==> src/rtl/jtdsp16_rom_ctrl_if.sv <==
// Bus bundle for jtdsp16_rom_ctrl: the core fetch side (rom_*, flush) and the
// external burst memory side (ext_*). The controller uses the slave modport;
// whatever plays the core plus the memory uses the master modport.
interface jtdsp16_rom_ctrl_if;
  logic        rom_cs;
  logic [15:0] rom_addr;
  logic        flush;
  logic [15:0] rom_dout;
  logic        rom_ok;
  logic [15:0] ext_addr;
  logic        ext_req;
  logic        ext_ack;
  logic        ext_valid;
  logic [15:0] ext_data;

  modport master (
    output rom_cs, rom_addr, flush, ext_ack, ext_valid, ext_data,
    input  rom_dout, rom_ok, ext_addr, ext_req
  );

  modport slave (
    input  rom_cs, rom_addr, flush, ext_ack, ext_valid, ext_data,
    output rom_dout, rom_ok, ext_addr, ext_req
  );
endinterface

==> src/rtl/jtdsp16_rom_ctrl.sv <==
// DSP16 program-memory responder: a single direct-tag line buffer of 2**LW
// words, refilled on a miss by a burst from an external 16-bit memory.
// Optional JTDSP16_ROM_PREFETCH_EN adds a next-line buffer filled by an
// automatic prefetch after each demand fill and swapped in when the core
// crosses into it.
module jtdsp16_rom_ctrl #(
  parameter int unsigned LW = 2
) (
  input logic              clk,
  input logic              rst,
  jtdsp16_rom_ctrl_if.slave bus
);

  localparam int unsigned LINE = 2 ** LW;
  localparam int unsigned TW   = 16 - LW;
  localparam logic [LW-1:0] LastIdx = LW'(LINE - 1);

  typedef enum logic [2:0] {
    StIdle,
    StReq,
    StFill
`ifdef JTDSP16_ROM_PREFETCH_EN
    , StPreq,
    StPfill
`endif
  } state_e;

  state_e        state_q, state_d;
  logic          valid_q, valid_d;
  logic [TW-1:0] tag_q, tag_d;
  logic [LW-1:0] cnt_q, cnt_d;
  logic [15:0]   ext_addr_q, ext_addr_d;
  logic          flush_pend_q, flush_pend_d;
  logic [15:0]   line_q [LINE];
  logic [15:0]   line_d [LINE];

  logic [TW-1:0] addr_tag;
  logic [LW-1:0] addr_idx;
  logic          hit, nhit, beat, keep, nl_fill;

  assign addr_tag = bus.rom_addr[15:LW];
  assign addr_idx = bus.rom_addr[LW-1:0];
  assign hit      = valid_q && (tag_q == addr_tag);

`ifdef JTDSP16_ROM_PREFETCH_EN
  logic          nvalid_q, nvalid_d;
  logic [TW-1:0] ntag_q, ntag_d;
  logic [15:0]   nline_q [LINE];
  logic [15:0]   nline_d [LINE];

  assign nhit    = nvalid_q && (ntag_q == addr_tag);
  assign nl_fill = (state_q == StPreq) || (state_q == StPfill);
`else
  assign nhit    = 1'b0;
  assign nl_fill = 1'b0;
`endif

  // Core-facing data and handshake are combinational on the current address.
  always_comb begin
    bus.rom_ok   = bus.rom_cs && (hit || nhit);
    bus.rom_dout = '0;
    if (hit) begin
      bus.rom_dout = line_q[addr_idx];
`ifdef JTDSP16_ROM_PREFETCH_EN
    end else if (nhit) begin
      bus.rom_dout = nline_q[addr_idx];
`endif
    end
    bus.ext_addr = ext_addr_q;
`ifdef JTDSP16_ROM_PREFETCH_EN
    bus.ext_req  = (state_q == StReq) || (state_q == StPreq);
`else
    bus.ext_req  = (state_q == StReq);
`endif
  end

  // Next-state: miss launch, request handshake, burst capture and flush handling.
  always_comb begin
    state_d      = state_q;
    valid_d      = valid_q;
    tag_d        = tag_q;
    cnt_d        = cnt_q;
    ext_addr_d   = ext_addr_q;
    flush_pend_d = flush_pend_q;
    line_d       = line_q;
    beat         = 1'b0;
    keep         = 1'b0;
`ifdef JTDSP16_ROM_PREFETCH_EN
    nvalid_d     = nvalid_q;
    ntag_d       = ntag_q;
    nline_d      = nline_q;
`endif

    if (bus.flush) begin
      valid_d = 1'b0;
`ifdef JTDSP16_ROM_PREFETCH_EN
      nvalid_d = 1'b0;
`endif
    end

    unique case (state_q)
      StIdle: begin
        flush_pend_d = 1'b0;
        if (bus.rom_cs && !hit) begin
`ifdef JTDSP16_ROM_PREFETCH_EN
          if (nhit && !bus.flush) begin
            // Core moved into the next line: promote it and prefetch the one after.
            line_d     = nline_q;
            tag_d      = ntag_q;
            valid_d    = 1'b1;
            nvalid_d   = 1'b0;
            ntag_d     = ntag_q + 1'b1;
            ext_addr_d = {ntag_q + 1'b1, {LW{1'b0}}};
            state_d    = StPreq;
          end else
`endif
          begin
            ext_addr_d = {addr_tag, {LW{1'b0}}};
            tag_d      = addr_tag;
            valid_d    = 1'b0;
            state_d    = StReq;
          end
        end
      end
      StReq: begin
        if (bus.flush) flush_pend_d = 1'b1;
        if (bus.ext_ack) begin
          state_d = StFill;
          beat    = bus.ext_valid;
        end
      end
      StFill: begin
        if (bus.flush) flush_pend_d = 1'b1;
        beat = bus.ext_valid;
      end
`ifdef JTDSP16_ROM_PREFETCH_EN
      StPreq: begin
        if (bus.flush) flush_pend_d = 1'b1;
        if (bus.ext_ack) begin
          state_d = StPfill;
          beat    = bus.ext_valid;
        end
      end
      StPfill: begin
        if (bus.flush) flush_pend_d = 1'b1;
        beat = bus.ext_valid;
      end
`endif
      default: state_d = StIdle;
    endcase

    if (beat) begin
      cnt_d = cnt_q + 1'b1;
`ifdef JTDSP16_ROM_PREFETCH_EN
      if (nl_fill) nline_d[cnt_q] = bus.ext_data;
      else         line_d[cnt_q]  = bus.ext_data;
`else
      line_d[cnt_q] = bus.ext_data;
`endif
      if (cnt_q == LastIdx) begin
        // A flush seen at any point of the burst, including its last beat, wins.
        keep         = !(flush_pend_q || bus.flush);
        cnt_d        = '0;
        flush_pend_d = 1'b0;
        state_d      = StIdle;
`ifdef JTDSP16_ROM_PREFETCH_EN
        if (nl_fill) begin
          nvalid_d = keep;
        end else begin
          valid_d = keep;
          if (keep) begin
            ntag_d     = tag_q + 1'b1;
            nvalid_d   = 1'b0;
            ext_addr_d = {tag_q + 1'b1, {LW{1'b0}}};
            state_d    = StPreq;
          end
        end
`else
        valid_d = keep;
`endif
      end
    end
  end

  // State registers; reset abandons any burst in flight.
  always_ff @(posedge clk or posedge rst) begin
    if (rst) begin
      state_q      <= StIdle;
      valid_q      <= 1'b0;
      tag_q        <= '0;
      cnt_q        <= '0;
      ext_addr_q   <= '0;
      flush_pend_q <= 1'b0;
      for (int i = 0; i < LINE; i++) line_q[i] <= '0;
`ifdef JTDSP16_ROM_PREFETCH_EN
      nvalid_q     <= 1'b0;
      ntag_q       <= '0;
      for (int i = 0; i < LINE; i++) nline_q[i] <= '0;
`endif
    end else begin
      state_q      <= state_d;
      valid_q      <= valid_d;
      tag_q        <= tag_d;
      cnt_q        <= cnt_d;
      ext_addr_q   <= ext_addr_d;
      flush_pend_q <= flush_pend_d;
      line_q       <= line_d;
`ifdef JTDSP16_ROM_PREFETCH_EN
      nvalid_q     <= nvalid_d;
      ntag_q       <= ntag_d;
      nline_q      <= nline_d;
`endif
    end
  end

endmodule
==> src/flat_wrapper.sv <==
// flat-port wrapper written by rule: the top's interface ports become plain ports
module jtdsp16_rom_ctrl_flat 
#(
  parameter int unsigned LW = 2
)
  (clk, rst, bus_rom_cs, bus_rom_addr, bus_flush, bus_ext_ack, bus_ext_valid, bus_ext_data, bus_rom_dout, bus_rom_ok, bus_ext_addr, bus_ext_req);
  jtdsp16_rom_ctrl_if bus_i ();
  input logic clk;
  input logic rst;
  input wire logic [$bits(bus_i.rom_cs)-1:0] bus_rom_cs;
  input wire logic [$bits(bus_i.rom_addr)-1:0] bus_rom_addr;
  input wire logic [$bits(bus_i.flush)-1:0] bus_flush;
  input wire logic [$bits(bus_i.ext_ack)-1:0] bus_ext_ack;
  input wire logic [$bits(bus_i.ext_valid)-1:0] bus_ext_valid;
  input wire logic [$bits(bus_i.ext_data)-1:0] bus_ext_data;
  output wire logic [$bits(bus_i.rom_dout)-1:0] bus_rom_dout;
  output wire logic [$bits(bus_i.rom_ok)-1:0] bus_rom_ok;
  output wire logic [$bits(bus_i.ext_addr)-1:0] bus_ext_addr;
  output wire logic [$bits(bus_i.ext_req)-1:0] bus_ext_req;
  assign bus_i.rom_cs = bus_rom_cs;
  assign bus_i.rom_addr = bus_rom_addr;
  assign bus_i.flush = bus_flush;
  assign bus_i.ext_ack = bus_ext_ack;
  assign bus_i.ext_valid = bus_ext_valid;
  assign bus_i.ext_data = bus_ext_data;
  assign bus_rom_dout = bus_i.rom_dout;
  assign bus_rom_ok = bus_i.rom_ok;
  assign bus_ext_addr = bus_i.ext_addr;
  assign bus_ext_req = bus_i.ext_req;
  jtdsp16_rom_ctrl #(.LW(LW)) u_core (.clk(clk), .rst(rst), .bus(bus_i));
endmodule
==> config.mk <==
export PLATFORM = sky130hd
export DESIGN_NAME = jtdsp16_rom_ctrl_flat
export DESIGN_NICKNAME = d
export VERILOG_FILES = /design/src/rtl/jtdsp16_rom_ctrl_if.sv /design/src/rtl/jtdsp16_rom_ctrl.sv /design/src/flat_wrapper.sv
export SDC_FILE = /design/constraint.sdc
export NUM_CORES = 1
export LEC_CHECK = 0
export CORE_AREA = 2 2 154 81
export DETAILED_ROUTE_END_ITERATION = 16
export DIE_AREA = 0 0 156 83
export MAX_ROUTING_LAYER = met4
export SLEW_MARGIN = 20
export SYNTH_ARGS = -nofsm -noshare
export SYNTH_HDL_FRONTEND = slang
export SYNTH_SLANG_ARGS = --single-unit
==> constraint.sdc <==
create_clock -name clk -period 5.39 [get_ports clk]
set_clock_uncertainty 0.1 [all_clocks]
set_input_delay 1.078 -clock clk [delete_from_list [all_inputs] [get_ports clk]]
set_output_delay 1.078 -clock clk [all_outputs]
set_load 0.02 [all_outputs]
==> impl_metrics.tcl, run 1 <==
set metrics [dict create \
    worst_ir_drop_vdd_mv 0.148 \
    drt_iter0_markers 101 \
    hold_path_depth 1 \
    synth.yosys.seq_area_share 0.534 \
    pin_count_of_the_biggest_net_entering_global_routing 50 \
    postLayoutCellArea_um2 5070 \
    die-height_um 83 \
    report.power.total_mw 2.14 \
    finalNetCount 377 \
    estimated_wirelength_of_the_detail_placed_design_mm 5.58 \
    grt_overflow 0 \
    detailed_place.area_um2 4800 \
    via_per_inst 4.76 \
    period_share 0.855 \
    tritoncts "done" \
    worstMarginPinSlew_ps 981 \
    drcViolationCount 0 \
    setup.worst_path.end_class "output pin" \
    starting_utilization_of_the_core_area 0.345 \
    slew_violations 0 \
    timing.hold.worst.class "reg2reg" \
    antenna-diode-count 0 \
    cts_resized 0 \
    relSlewSlack 0.345 \
    cp_data_required_time_ps 4210 \
    final_critical_path_setup_slack_ps 779 \
    gp_routability_congestion 0.699 \
    avgSynthCellArea_um2 15.1 \
    fin_tns_setup_ps 0 \
    unrepaired_setup_endpoints_after_global_routing "no" \
    gate_count_after_technology_mapping 263 \
    placement.setup.worst_slack_ps 748 \
    floorplan.die_area_um2 12900 \
    cts_hold_buffers 0 \
    power_density_nw_per_um2 423 \
    shortest_clock_period_the_worst_path_allows_after_layout_ps 4610 \
    route.final.wire_length_mm 8.24 \
    critPathKind "in2out" \
    rows 28 \
    final_util 0.440 \
    h-tree-depth 3 \
    fillers 1041 \
    core-area_um2 11500 \
    number_of_unique_standard_cell_types_used_by_synthesis 30 \
    routed_len_inst_um 16.8 \
    globalRouteTotalUtil 0.143 \
    syn-cell-area_um2 3980 \
    area_growth_syn_to_layout_pct 27.4 \
    final_antenna_net_count 0 \
    cts_root_buffer "sky130_fd_sc_hd__clkbuf_16" \
    total_leakage_power_nw 2.25 \
    post_cts_buffers 0 \
    drt_pass1_iterations 4 \
    hold_viol_final 0 \
    critical_path.startpoint_type "primary input" \
    synth_warn 0 \
    finalSetupViolCount 0 \
    worst_skew_late_latency_ps 330 \
    grt_pass1_wl_mm 13.6 \
    outcome "finished clean" \
    worst-endpoint-arrival_ps 3430 \
    cts.sinks 85 \
    ys_ff_latch 85 \
    multi_input_area_um2 1750 \
    num_io_pins 72 \
    clkTransAtPathRegs_ps 60 \
    antenna_found_initial 0 \
    number_of_buffers_added_by_the_clock_tree_synthesis_step 9 \
    sequential_cell_area_um2 2130 \
    post_route_cells_drive_above_1_share 0.339 \
    port_buffers 69 \
    die-width_um 156 \
    via_count 2327 \
    max_cap_violations 0 \
    worst-path-max-fanout 18 \
    max_clock_freq_mhz 217 \
    cts-root-to-sink-buffers 2 \
    worst_r2r_path_depth 4 \
    grt_pass1_vias 2474 \
]
## Yosys cell counts (all sizes together)
library cell,instances,area share
nand3,2,0.0057
nand2b,2,0.0031
a211oi,2,0.0038
o21ai,3,0.0038
nand3b,1,0.0019
ha,4,0.013
conb,1,0.00094
nor2b,9,0.014
xnor2,14,0.031
a21oi,1,0.0041
mux2,78,0.23
nor2,4,0.0038
a221oi,1,0.0022
inv,6,0.0057
nand4,3,0.0047
buf,11,0.020
mux4,16,0.091
and2b,7,0.013
clkbuf,2,0.0019
dfrtp,85,0.53
a41o,1,0.0025
or4,1,0.0028
nor3,2,0.0025
nand2,7,0.0066
## routing by layer
metal / global-route usage / wire, µm / up-vias
li1: - / - / 1092
met1: 0.205 / 4340 / 1169
met2: 0.195 / 3400 / 59
met3: 0.0465 / 439 / 7
met4: 0.0325 / 58 / 0
met5: - / 0 / -
## through the flow
stage | hold WS [ps] | instances
after floorplan | 371 | 265
after global placement | 383 | 474
after CTS | 401 | 489
final | 402 | 489
after detailed placement | 388 | 474
after global routing | 413 | 489
## kinds of logic after synthesis
| kind of cell | count (synthesis) | synth area share |
|---|---|---|
| AO/OA/AOI/OAI | 8 | 0.0163 |
| multiplexers | 94 | 0.319 |
| buffers and inverters | 19 | 0.0277 |
| XOR/XNOR | 14 | 0.0308 |
| AND/OR/NAND/NOR | 38 | 0.0585 |
| other | 1 | 0.000942 |
| flip-flops | 85 | 0.534 |
| adder cells (fa/ha/maj) | 4 | 0.0126 |
## cell usage in the layout (no fill, tap or decap), types with 3 or more instances in the layout
master	synthesis	final
sky130_fd_sc_hd__o21ai_0	3	3
sky130_fd_sc_hd__and2b_1	7	7
sky130_fd_sc_hd__ha_1	4	4
sky130_fd_sc_hd__mux4_2	16	16
sky130_fd_sc_hd__clkdlybuf4s50_1	0	69
sky130_fd_sc_hd__conb_1	1	3
sky130_fd_sc_hd__nand2_1	7	7
sky130_fd_sc_hd__nand4_1	3	3
sky130_fd_sc_hd__dfrtp_1	85	85
sky130_fd_sc_hd__inv_1	6	5
sky130_fd_sc_hd__buf_4	2	3
sky130_fd_sc_hd__nor2b_1	9	9
sky130_fd_sc_hd__nor2_1	4	4
sky130_fd_sc_hd__clkbuf_16	0	9
sky130_fd_sc_hd__mux2_4	8	8
sky130_fd_sc_hd__clkinv_2	0	3
sky130_fd_sc_hd__mux2_2	70	70
sky130_fd_sc_hd__xnor2_1	14	14
## registers in the layout, indices dropped and copies added, names as in the netlist
register,count
u_core.valid_q,1
u_core.tag_q,14
u_core.state_q,3
u_core.line_q,64
u_core.cnt_q,2
u_core.flush_pend_q,1
## cell type report
| type | instances | area share |
|---|---|---|
| sequential | 85 | 0.420 |
| clock inverter | 4 | 0.00494 |
| timing repair buffer | 72 | 0.141 |
| clock buffer | 11 | 0.0479 |
| tap | 150 | 0.0370 |
| inverter | 6 | 0.00469 |
| multi-input combinational | 161 | 0.345 |
## critical path, cell delays in order
cell	delay (ps)
sky130_fd_sc_hd__clkdlybuf4s50_1	510
sky130_fd_sc_hd__xnor2_1	140
sky130_fd_sc_hd__nand4_1	120
sky130_fd_sc_hd__or4_4	680
sky130_fd_sc_hd__nor2b_1	250
sky130_fd_sc_hd__clkdlybuf4s50_1	640
## where the power goes
group | internal (mW) | switching (mW)
combinational | 0.378 | 0.185
sequential | 0.888 | 0.132
clock | 0.320 | 0.241
## worst paths after layout
check | start | endpoint | slack, ps
min in group asynchronous | rst | u_core.state_q[0]$_DFF_PP0_ | 1040
setup reg to reg | u_core.state_q[1]$_DFF_PP0_ | u_core.line_q[1]$_DFFE_PP0P_ | 3080
setup / recovery | bus_rom_addr[4] | bus_rom_dout[8] | 780
hold reg to reg | u_core.line_q[35]$_DFFE_PP0P_ | u_core.line_q[35]$_DFFE_PP0P_ | 400
max in group asynchronous | rst | u_core.line_q[58]$_DFFE_PP0P_ | 3080
hold / removal | u_core.line_q[35]$_DFFE_PP0P_ | u_core.line_q[35]$_DFFE_PP0P_ | 400
No activity file was read; power rests on OpenSTA's default activity.
==> run 2, diff against run 1 <==
Clock period 5.39 ns to 4.25 ns, I/O delays scaled along.
==> run 2 against run 1 <==
Against the previous run:
- wire length grew 2.8%
- final cell count rose by 0.41%
- combinational power is 28% higher
- via count increased by 2.1%
- sequential cell count did not move
- sequential share of layout area shrank 0.27 points
- clock power grew 30%
- critical path type unchanged
- critical path depth did not move
- core utilization up 0.28 points
- sequential power is 27% higher
- die area unchanged
- first-iteration DRC count unchanged
==> impl_metrics.tcl, run 2 (synthesis gave the netlist of run 1 again) <==
set metrics [dict create \
    outcome "finished clean" \
    rows 28 \
    worst_skew_late_latency_ps 330 \
    worst_ir_drop_vdd_mv 0.225 \
    via_count 2375 \
    slew_violations 0 \
    grt_pass1_vias 2475 \
    final_cells 491 \
    worst_r2r_path_depth 5 \
    placement.setup.worst_slack_ps 88.0 \
    core-area_um2 11500 \
    setup.worst_path.end_class "output pin" \
    pin_count_of_the_biggest_net_entering_global_routing 33 \
    drt_iter0_markers 101 \
    relSlewSlack 0.348 \
    cp.buffers_inverters 2 \
    antenna-diode-count 0 \
    num_io_pins 72 \
    place.detailed.instances 475 \
    worstMarginPinSlew_ps 976 \
    worst_path_largest_cell_delay_ps 710 \
    cts-root-to-sink-buffers 2 \
    unrepaired_setup_endpoints_after_global_routing "no" \
    minimum_hold_slack_ps 398 \
    cp_data_required_time_ps 3300 \
    finalNetCount 378 \
    hold_viol_final 0 \
    grt_overflow 0 \
    port_buffers 69 \
    cts.sinks 85 \
    drt_pass1_iterations 4 \
    timing.hold.worst.class "reg2reg" \
    floorplan.die_area_um2 12900 \
    total_leakage_power_nw 2.27 \
    clkTransAtPathRegs_ps 60 \
    power_density_nw_per_um2 538 \
    finalSetupViolCount 0 \
    cts_resized 0 \
    timing.critical_path.cells "clkdlybuf4s50_1, xnor2_1, nand3_1, or4_4, nor2b_1, clkdlybuf4s50_1" \
    shortest_clock_period_the_worst_path_allows_after_layout_ps 4150 \
    route.final.wire_length_mm 8.47 \
    cpLargestDelayFamily "buffers and inverters" \
    path_common_cell "sky130_fd_sc_hd__clkdlybuf4s50_1" \
    cts_root_buffer "sky130_fd_sc_hd__clkbuf_16" \
    mostFrequentLayoutCell "sky130_fd_sc_hd__dfrtp_1" \
    globalRouteTotalUtil 0.143 \
    critPathKind "in2out" \
    fin_tns_setup_ps 0 \
    critical_path_depth 6 \
    report.power.total_mw 2.75 \
    starting_utilization_of_the_core_area 0.345 \
    die-height_um 83 \
    via_per_inst 4.84 \
    grt_pass1_wl_mm 13.7 \
    max_ffs_per_register 64 \
    number_of_buffers_added_by_the_clock_tree_synthesis_step 9 \
    largestRegisters "u_core.line_q (64), u_core.tag_q (14), u_core.state_q (3)" \
    final_critical_path_setup_slack_ps 96.2 \
    worst-path-max-fanout 18 \
    max_clock_freq_mhz 241 \
    post_cts_buffers 0 \
    area_growth_syn_to_layout_pct 28.2 \
    largest_register_by_flop_count "u_core.line_q" \
    gp_routability_congestion 0.745 \
    worst-endpoint-arrival_ps 3200 \
    hold_path_depth 1 \
    cts_hold_buffers 0 \
    antenna_found_initial 0 \
    routed_len_inst_um 17.2 \
    tritoncts "done" \
    die-width_um 156 \
    critical_path.slowest_cell "sky130_fd_sc_hd__or4_4" \
    final_antenna_net_count 0 \
    critical_path.startpoint_type "primary input" \
    period_share 0.977 \
    post_route_cells_drive_above_1_share 0.340 \
    fillers 1033 \
    max_cap_violations 0 \
    layout_common_cells "sky130_fd_sc_hd__dfrtp_1 (85), sky130_fd_sc_hd__mux2_2 (70), sky130_fd_sc_hd__clkdlybuf4s50_1 (69)" \
    drcViolationCount 0 \
    estimated_wirelength_of_the_detail_placed_design_mm 5.66 \
    h-tree-depth 3 \
]
## run 2: stage by stage
| stage | utilization | area [µm²] |
|---|---|---|
| final | 0.443 | 5100 |
| after global routing | 0.443 | 5100 |
| after CTS | 0.443 | 5100 |
| after detailed placement | 0.418 | 4820 |
| after global placement | 0.418 | 4820 |
| after floorplan | - | 3990 |
## run 2: final cells by class
cell class | instances | area, µm² | share of cell area
tap | 150 | 188 | 0.0368
clock buffer | 13 | 260 | 0.0510
timing repair buffer | 73 | 733 | 0.144
sequential | 85 | 2130 | 0.417
multi-input combinational | 161 | 1750 | 0.343
clock inverter | 3 | 20.0 | 0.00392
inverter | 6 | 23.8 | 0.00466
## run 2: worst paths after layout
check	endpoint	slack, ps	startpoint
setup / recovery	bus_rom_dout[8]	100	bus_rom_addr[15]
hold / removal	u_core.line_q[14]$_DFFE_PP0P_	400	u_core.line_q[14]$_DFFE_PP0P_
setup reg to reg	u_core.tag_q[7]$_DFFE_PP0P_	1970	u_core.tag_q[2]$_DFFE_PP0P_
hold reg to reg	u_core.line_q[14]$_DFFE_PP0P_	400	u_core.line_q[14]$_DFFE_PP0P_
max in group asynchronous	u_core.line_q[16]$_DFFE_PP0P_	2560	rst
min in group asynchronous	u_core.tag_q[4]$_DFFE_PP0P_	720	rst
## run 2: where the power goes
part           internal (mW)  switching, mW  total, mW  leakage (nW)
Clock                  0.427          0.304      0.731         0.132
Combinational          0.481          0.236      0.717          1.04
Sequential              1.13          0.172       1.30          1.10
Total                   2.03          0.712       2.75          2.27
## run 2: routing by layer
| metal | track usage | wire [µm] | vias up |
|---|---|---|---|
| met5 | - | 0 | - |
| met4 | 0.0375 | 71 | 0 |
| met3 | 0.0433 | 490 | 9 |
| met2 | 0.191 | 3490 | 63 |
| met1 | 0.209 | 4420 | 1214 |
| li1 | - | - | 1089 |
==> run 3, diff against run 2 <==
Settings changed: SLEW_MARGIN 20 to default.
==> results of run 3 <==
No change in the layout: final DEF, timing and power equal those of run 2.
